File: config.mk
export PLATFORM = sky130hd
export DESIGN_NAME = even_parity_serial_tx_flat
export DESIGN_NICKNAME = d
export VERILOG_FILES = /design/src/rtl/even_parity_serial_tx_if.sv /design/src/rtl/even_parity_serial_tx.sv /design/src/flat_wrapper.sv
export SDC_FILE = /design/constraint.sdc
export NUM_CORES = 1
export LEC_CHECK = 0
export BUFFER_PORTS_ARGS = -buffer_cell sky130_fd_sc_hd__buf_2
export CORE_AREA = 2 2 39 41
export DETAILED_ROUTE_END_ITERATION = 8
export DIE_AREA = 0 0 41 43
export HOLD_SLACK_MARGIN = 0.12
export PLACE_DENSITY = 0.82
export SLEW_MARGIN = 5
export SYNTH_ARGS = -nofsm -noshare
export SYNTH_HDL_FRONTEND = slang
export SYNTH_SLANG_ARGS = --single-unit
File: constraint.sdc
create_clock -name clk -period 1.65 [get_ports clk]
set_input_delay 0.165 -clock clk [delete_from_list [all_inputs] [get_ports clk]]
set_output_delay 0.165 -clock clk [all_outputs]
set_load 0.01 [all_outputs]
File: src/rtl/even_parity_serial_tx_if.sv
// Handshake and serial-line bundle for even_parity_serial_tx.
// The master side supplies words; the slave side (the transmitter) drives the line.
interface even_parity_serial_tx_if #(
    parameter int DATA_W = 4
) ();
    logic [DATA_W-1:0] in;
    logic              in_valid;
    logic              in_ready;
    logic              tx_out;
    logic              tx_active;
    logic              pb;

    modport master (
        output in,
        output in_valid,
        input  in_ready,
        input  tx_out,
        input  tx_active,
        input  pb
    );

    modport slave (
        input  in,
        input  in_valid,
        output in_ready,
        output tx_out,
        output tx_active,
        output pb
    );
endinterface

File: src/rtl/even_parity_serial_tx.sv
// Parity serial transmitter: frame = start(0), data LSB first, parity, stop(1).
// Define PARITY_ODD_EN to send odd parity instead of even parity.
module even_parity_serial_tx #(
    parameter int DATA_W       = 4,
    parameter int CLKS_PER_BIT = 1
) (
    input  logic                 clk,
    input  logic                 rst,
    even_parity_serial_tx_if.slave bus
);
    localparam int BIT_W  = $clog2(DATA_W + 1);
    localparam int BAUD_W = $clog2(CLKS_PER_BIT + 1);

    typedef enum logic [2:0] {
        S_IDLE   = 3'd0,
        S_START  = 3'd1,
        S_DATA   = 3'd2,
        S_PARITY = 3'd3,
        S_STOP   = 3'd4
    } state_t;

    state_t              state_q,    state_d;
    logic [DATA_W-1:0]   shift_q,    shift_d;
    logic                pb_q,       pb_d;
    logic [BIT_W-1:0]    bit_cnt_q,  bit_cnt_d;
    logic [BAUD_W-1:0]   baud_cnt_q, baud_cnt_d;
    logic                tx_out_q,   tx_out_d;
    logic                tx_active_q, tx_active_d;
    logic                accept_s;
    logic                baud_last_s;

    function automatic logic calc_parity(input logic [DATA_W-1:0] word);
`ifdef PARITY_ODD_EN
        return ~^word;
`else
        return ^word;
`endif
    endfunction

    assign bus.in_ready  = (state_q == S_IDLE) && !rst;
    assign bus.tx_out    = tx_out_q;
    assign bus.tx_active = tx_active_q;
    assign bus.pb        = pb_q;

    assign accept_s    = bus.in_valid && (state_q == S_IDLE);
    assign baud_last_s = (baud_cnt_q == BAUD_W'(CLKS_PER_BIT - 1));

    // Next-state, shift/counter updates and the line value for the next cycle
    always_comb begin
        state_d    = state_q;
        shift_d    = shift_q;
        pb_d       = pb_q;
        bit_cnt_d  = bit_cnt_q;
        baud_cnt_d = baud_cnt_q;

        case (state_q)
            S_IDLE: begin
                if (accept_s) begin
                    shift_d    = bus.in;
                    pb_d       = calc_parity(bus.in);
                    bit_cnt_d  = {BIT_W{1'b0}};
                    baud_cnt_d = {BAUD_W{1'b0}};
                    state_d    = S_START;
                end else begin
                    state_d = S_IDLE;
                end
            end
            S_START, S_PARITY, S_STOP: begin
                if (baud_last_s) begin
                    baud_cnt_d = {BAUD_W{1'b0}};
                    if (state_q == S_START) begin
                        state_d = S_DATA;
                    end else if (state_q == S_PARITY) begin
                        state_d = S_STOP;
                    end else begin
                        state_d = S_IDLE;
                    end
                end else begin
                    baud_cnt_d = baud_cnt_q + BAUD_W'(1);
                end
            end
            S_DATA: begin
                if (baud_last_s) begin
                    baud_cnt_d = {BAUD_W{1'b0}};
                    shift_d    = shift_q >> 1;
                    if (bit_cnt_q == BIT_W'(DATA_W - 1)) begin
                        bit_cnt_d = {BIT_W{1'b0}};
                        state_d   = S_PARITY;
                    end else begin
                        bit_cnt_d = bit_cnt_q + BIT_W'(1);
                    end
                end else begin
                    baud_cnt_d = baud_cnt_q + BAUD_W'(1);
                end
            end
            default: begin
                state_d    = S_IDLE;
                bit_cnt_d  = {BIT_W{1'b0}};
                baud_cnt_d = {BAUD_W{1'b0}};
            end
        endcase

        // The line is registered, so it is derived from where the FSM is going
        case (state_d)
            S_START:  tx_out_d = 1'b0;
            S_DATA:   tx_out_d = shift_d[0];
            S_PARITY: tx_out_d = pb_d;
            default:  tx_out_d = 1'b1;
        endcase
        tx_active_d = (state_d != S_IDLE);
    end

    // State and output registers with synchronous reset aborting any frame
    always_ff @(posedge clk) begin
        if (rst) begin
            state_q     <= S_IDLE;
            shift_q     <= {DATA_W{1'b0}};
            pb_q        <= 1'b0;
            bit_cnt_q   <= {BIT_W{1'b0}};
            baud_cnt_q  <= {BAUD_W{1'b0}};
            tx_out_q    <= 1'b1;
            tx_active_q <= 1'b0;
        end else begin
            state_q     <= state_d;
            shift_q     <= shift_d;
            pb_q        <= pb_d;
            bit_cnt_q   <= bit_cnt_d;
            baud_cnt_q  <= baud_cnt_d;
            tx_out_q    <= tx_out_d;
            tx_active_q <= tx_active_d;
        end
    end
endmodule

File: src/flat_wrapper.sv
// flat-port wrapper written by rule: the top's interface ports become plain ports
module even_parity_serial_tx_flat 
#(
    parameter int DATA_W       = 4,
    parameter int CLKS_PER_BIT = 1
)
  (clk, rst, bus_in, bus_in_valid, bus_in_ready, bus_tx_out, bus_tx_active, bus_pb);
  even_parity_serial_tx_if #(.DATA_W(DATA_W)) bus_i ();
  input  logic clk;
  input  logic rst;
  input wire logic [$bits(bus_i.in)-1:0] bus_in;
  input wire logic [$bits(bus_i.in_valid)-1:0] bus_in_valid;
  output wire logic [$bits(bus_i.in_ready)-1:0] bus_in_ready;
  output wire logic [$bits(bus_i.tx_out)-1:0] bus_tx_out;
  output wire logic [$bits(bus_i.tx_active)-1:0] bus_tx_active;
  output wire logic [$bits(bus_i.pb)-1:0] bus_pb;
  assign bus_i.in = bus_in;
  assign bus_i.in_valid = bus_in_valid;
  assign bus_in_ready = bus_i.in_ready;
  assign bus_tx_out = bus_i.tx_out;
  assign bus_tx_active = bus_i.tx_active;
  assign bus_pb = bus_i.pb;
  even_parity_serial_tx #(.DATA_W(DATA_W), .CLKS_PER_BIT(CLKS_PER_BIT)) u_core (.clk(clk), .rst(rst), .bus(bus_i));
endmodule
After elaboration in Yosys (flattened, before gate mapping) --
Index checks and enable logic that the tools add are counted.
Storage, ports and cells: output and inout port bits 4, register bits 14, memory bits (read-only) 0, memories kept 0, bits of input ports 7, logic and storage cells 52, memory bits (writable) 0, bits in latches 0
Cells by class: add/sub/neg operators 2, multiplexer cells 20, equal/unequal tests 10, reduce and logical (&&, ||, !) cells 11, bitwise gates (word level) 1, div/mod/pow operators 0, order comparisons 0, shift-type cells 0, multipliers 0
Operator list (count):
- two-way mux 3 bit | 8
- case mux 3 bit (3 select lines) | 2
- equality test 3 x 2 -> 1 bit (second input constant) | 5
- two-way mux 4 bit | 2
- case mux 4 bit (2 select lines) | 1
- equality test 3 x 1 -> 1 bit (second input constant) | 2
- AND reduction 3 bit | 2
- two-way mux 1 bit | 5
- OR reduction 4 bit | 1
- XOR reduction 4 bit | 1
- adder 3 x 1 -> 3 bit (second input constant) | 1
- equality test 3 bit (second input constant) | 1
- zero test 3 bit | 1
- case mux 1 bit (3 select lines) | 1
- nonzero test 3 bit | 1
- OR reduction 3 bit | 1
- logical AND 1 bit | 2
- inequality test 2 x 1 -> 1 bit (second input constant) | 1
- inequality test 2 bit (second input constant) | 1
- case mux 1 bit (2 select lines) | 1
- nonzero test 2 bit | 1
- adder 1 bit (second input constant) | 1
- zero test 1 bit | 1
- NOT 1 bit | 1

Depth between registers and ports, before layout --
word-level depth 7, gate-level depth with buffers 5, gate-level depth less buffers 5

Worst setup path before layout --
OpenSTA, ideal clock, no wires.
path kind reg2reg, from register u_core.bit_cnt_q[0], to register u_core.tx_out_q (netlist: u_core.bus.tx_out), path slack 0.489 ns, stages on the path, launching flop included 6, path buffers 0, period minus slack after synthesis 1.161 ns, arrival time 1.035 ns, library setup time 0.126 ns, required time 1.524 ns, cells stage by stage dfxtp_1 -> ha_1 -> nor2b_1 -> a31oi_1 -> o21ai_0 -> nand3_1
On the way: cells in the longest elaborated chain, start to end 6, elaborated cells on any way between the ends 8, those cells by class 4 x eq/ne; 4 x mux
Ends and longest elaborated chain:
- start, declared | RTL line even_parity_serial_tx.sv:25 | logic [BIT_W-1:0] bit_cnt_q, bit_cnt_d;
- start signal, assigned | RTL line even_parity_serial_tx.sv:119 | bit_cnt_q <= {BIT_W{1'b0}};
- start signal, assigned | RTL line even_parity_serial_tx.sv:127 | bit_cnt_q <= bit_cnt_d;
- equality test 3 x 2 -> 1 bit * | RTL line even_parity_serial_tx.sv:86 | if (bit_cnt_q == BIT_W'(DATA_W - 1)) begin
- two-way mux 3 bit * | RTL line even_parity_serial_tx.sv:86
- two-way mux 3 bit * | RTL line even_parity_serial_tx.sv:83 | if (baud_last_s) begin
- case mux 3 bit (3 select lines) * | RTL line even_parity_serial_tx.sv:56 | case (state_q)
- equality test 3 x 2 -> 1 bit / equality test 3 x 1 -> 1 bit (equally long branches) | RTL line even_parity_serial_tx.sv:104 | case (state_d)
- case mux 1 bit (3 select lines) * | RTL line even_parity_serial_tx.sv:104
- end signal, assigned | RTL line even_parity_serial_tx.sv:129 | tx_out_q <= tx_out_d;
- end, declared | RTL line even_parity_serial_tx.sv:27 | logic tx_out_q, tx_out_d;
Every way passes the cells marked *; elsewhere a longest branch is shown, timed or not. A chain may end at the register's enable or synchronous reset.

Final worst setup path --
from register u_core.state_q[0], to output bus_in_ready
On the way: cells in the longest elaborated chain, start to end 2
Ends and longest elaborated chain:
- start, declared | RTL line even_parity_serial_tx.sv:22 | state_t state_q, state_d;
- start signal, assigned | RTL line even_parity_serial_tx.sv:124 | state_q <= state_d;
- zero test 3 bit | RTL line even_parity_serial_tx.sv:40 | assign bus.in_ready = (state_q == S_IDLE) && !rst;
- logical AND 1 bit | RTL line even_parity_serial_tx.sv:40
- end, declared | RTL line flat_wrapper.sv:13 | output wire logic [$bits(bus_i.in_ready)-1:0] bus_in_ready;
No other way between the ends.

==> reports/results.tsv <==
metric	value	unit
cap_viol_max_count	0	
yosysWarningCount	0	
clkTransAtPathRegs	0.08	ns
ys_ff_latch	13	
skew	0.000769	ns
grt_pass1_vias	495	
swShare	28.9	%
tightest_slew	0.541	ns
synth_ff_type	dfxtp_1	
cts_max_level	1	
grt_overflow	0	
drt_wl_total	1190	um
syn_inst	72	
seqPwrFrac	52.2	%
io_pins	11	
numCtsBuffers	3	
p_leak	0.293	nW
syn_avg_cell_area	8.98	um^2
final_common_cell	dfxtp_1	
nets	92	
fin_crit	1.45	ns
netlist_area	647	um^2
combPwrFrac	20.1	%
min_path_type	input pin to flip-flop	
power.clock.fraction	27.7	%
hold_slack	0.179	ns
rsz0062_at_grt	false	
cp_slowest_stage_delay	0.48	ns
std_cell_rows	14	
p_sw	0.204	mW
hpwl	882	um
fill_cells	128	
numPortBuffers	10	
slew_viol_final	0	
hold_viol_final	0	
dieArea	1760	um^2
yosysSeqAreaShare	40.2	%
fmax	690	MHz
r2r_cells	5	
end_kind	primary output	
synth_fp_nets	80	
cts_tree	built	
multi_input_area	344	um^2
drtPass1Iterations	4	
grt_pass1_wl	1930	um
num_vias	544	
start_util	46.7	%
drc	0	
antenna_cells	0	
place.gp.congestion	0.849	
grt_antenna_before_repair	0	
min-delay-start	bus_in[3]	
design.core.area	1380	um^2
hold_path_end	u_core.shift_q[3]	
powerDensity	981	nW/um^2
numClockSinks	13	
wl_per_cell	12.0	um
die_y	43	um
clockRootBuffer	clkbuf_4	
drive_above_1_share	21.7	%
critPathLaunchType	flip-flop	
r2r-end	u_core.bus.tx_out	
hold_buffers	0	
path_cells	nor4_1, buf_2	
internal-power	0.502	mW
synth_edf_count	0	
setup_tns	0	ns
synthArstFlopShare	0	%
die_x	41	um
cp_max_fo	12	
post-cts-setup-buffer-count	0	
avgViaCountPerCell	5.49	
worst_ep_arrival_time	1.28	ns
maxSlewHeadroom	63.9	%
path_class	flip-flop to primary output	
slowest_stage	dfxtp_1	
ys_types	32	
clk_latency	0.27	ns
ant_nets	0	
reg2reg_from	u_core.bit_cnt_q[0]	
layout_common_cells	13 x dfxtp_1, 11 x nor2_1, 10 x buf_2, 4 x xnor2_1, 4 x a21oi_1	
register_area	260	um^2
run_status	finished clean	
reg2reg_setup_slack	0.25	ns
grt_usage	16.4	%
setup_viol	0	
area_growth	11.2	%
drt-initial-drc-count	7	
period_share	87.8	%
ir_worst_vdd	0.000454	V
cts-resized-gates	0	
grt_max_degree	13	
worstPathRequired	1.48	ns
min_path_cells	3	
clockBufferDepth	2	
-- cells by family after synthesis --
family | after synthesis | synth area share [%]
AO/OA/AOI/OAI | 17 | 17.6
XOR/XNOR | 4 | 5.42
adder cells (fa/ha/maj) | 1 | 1.93
buffers and inverters | 7 | 6.57
flip-flops | 13 | 40.2
AND/OR/NAND/NOR | 30 | 28.2
-- cells in the mapped netlist (2+ instances only) --
| cell type | count | area share (%) |
|---|---|---|
| a21oi_1 | 4 | 3.1 |
| a221oi_1 | 2 | 2.7 |
| a31oi_1 | 2 | 1.9 |
| buf_6 | 2 | 3.5 |
| dfxtp_1 | 13 | 40 |
| inv_1 | 3 | 1.7 |
| nand2_1 | 2 | 1.2 |
| nor2_1 | 11 | 6.4 |
| nor2b_1 | 2 | 1.9 |
| nor3_1 | 2 | 1.5 |
| nor4_1 | 3 | 2.9 |
| o21ai_0 | 2 | 1.5 |
| o22ai_1 | 2 | 1.9 |
| xnor2_1 | 4 | 5.4 |
-- critical path: cells and delay by family, from the launching register on --
family,cells,cell delay [ns]
flip-flops,1,0.48
buffers and inverters,1,0.18
AND/OR/NAND/NOR,1,0.35
-- metrics by stage --
stage	instance area [um^2]	worst slack [ns]	utilization [%]	power (mW)	cells
floorplan	647	0.489	-	0.479	72
global placement	693	0.329	50.1	0.513	95
detailed placement	693	0.292	50.1	0.517	95
CTS	719	0.188	52.0	0.714	99
global route	719	0.0685	52.0	0.745	99
finish	719	0.202	52.0	0.706	99
-- registers in the layout, indices dropped and copies added, names as in the netlist --
signal and flops:
u_core.state_q 3, u_core.bit_cnt_q 3, u_core.shift_q 4, u_core.bus.tx_active 1
u_core.bus.tx_out 1, u_core.bus.pb 1
-- power groups by stage --
stage / sequential, mW / clock [mW] / combinational [mW]
3_5_place_dp: 0.375 / 0 / 0.142
2_1_floorplan: 0.366 / 0 / 0.113
6_report: 0.368 / 0.196 / 0.142
3_3_place_gp: 0.374 / 0 / 0.139
4_1_cts: 0.368 / 0.203 / 0.143
5_1_grt: 0.374 / 0.212 / 0.159
-- worst max-delay path by stage --
stage	start	to	depth (start not counted)
3_3_place_gp	u_core.bit_cnt_q[0]	u_core.bus.tx_out	5
4_1_cts	u_core.state_q[0]	bus_in_ready	2
5_1_grt	u_core.state_q[0]	bus_in_ready	2
6_report	u_core.state_q[0]	bus_in_ready	2
2_1_floorplan	u_core.bit_cnt_q[0]	u_core.bus.tx_out	5
3_5_place_dp	u_core.state_q[2]	u_core.bit_cnt_q[2]	4
-- cell type report --
type,instances,share of cell area [%]
clock buffer,4,3.65
tap,16,2.78
sequential,13,36.2
timing repair buffer,11,8.00
multi-input combinational,52,47.8
inverter,3,1.57
-- metal layers --
metal,track usage [%],up-vias,part of all wire (%)
met4,12.0,0,2.1
met1,20.5,243,49
met2,23.8,14,45
met5,0,-,0
li1,-,285,-
met3,3.14,2,4.1
Note: power is estimated with default switching activity, not from simulation.
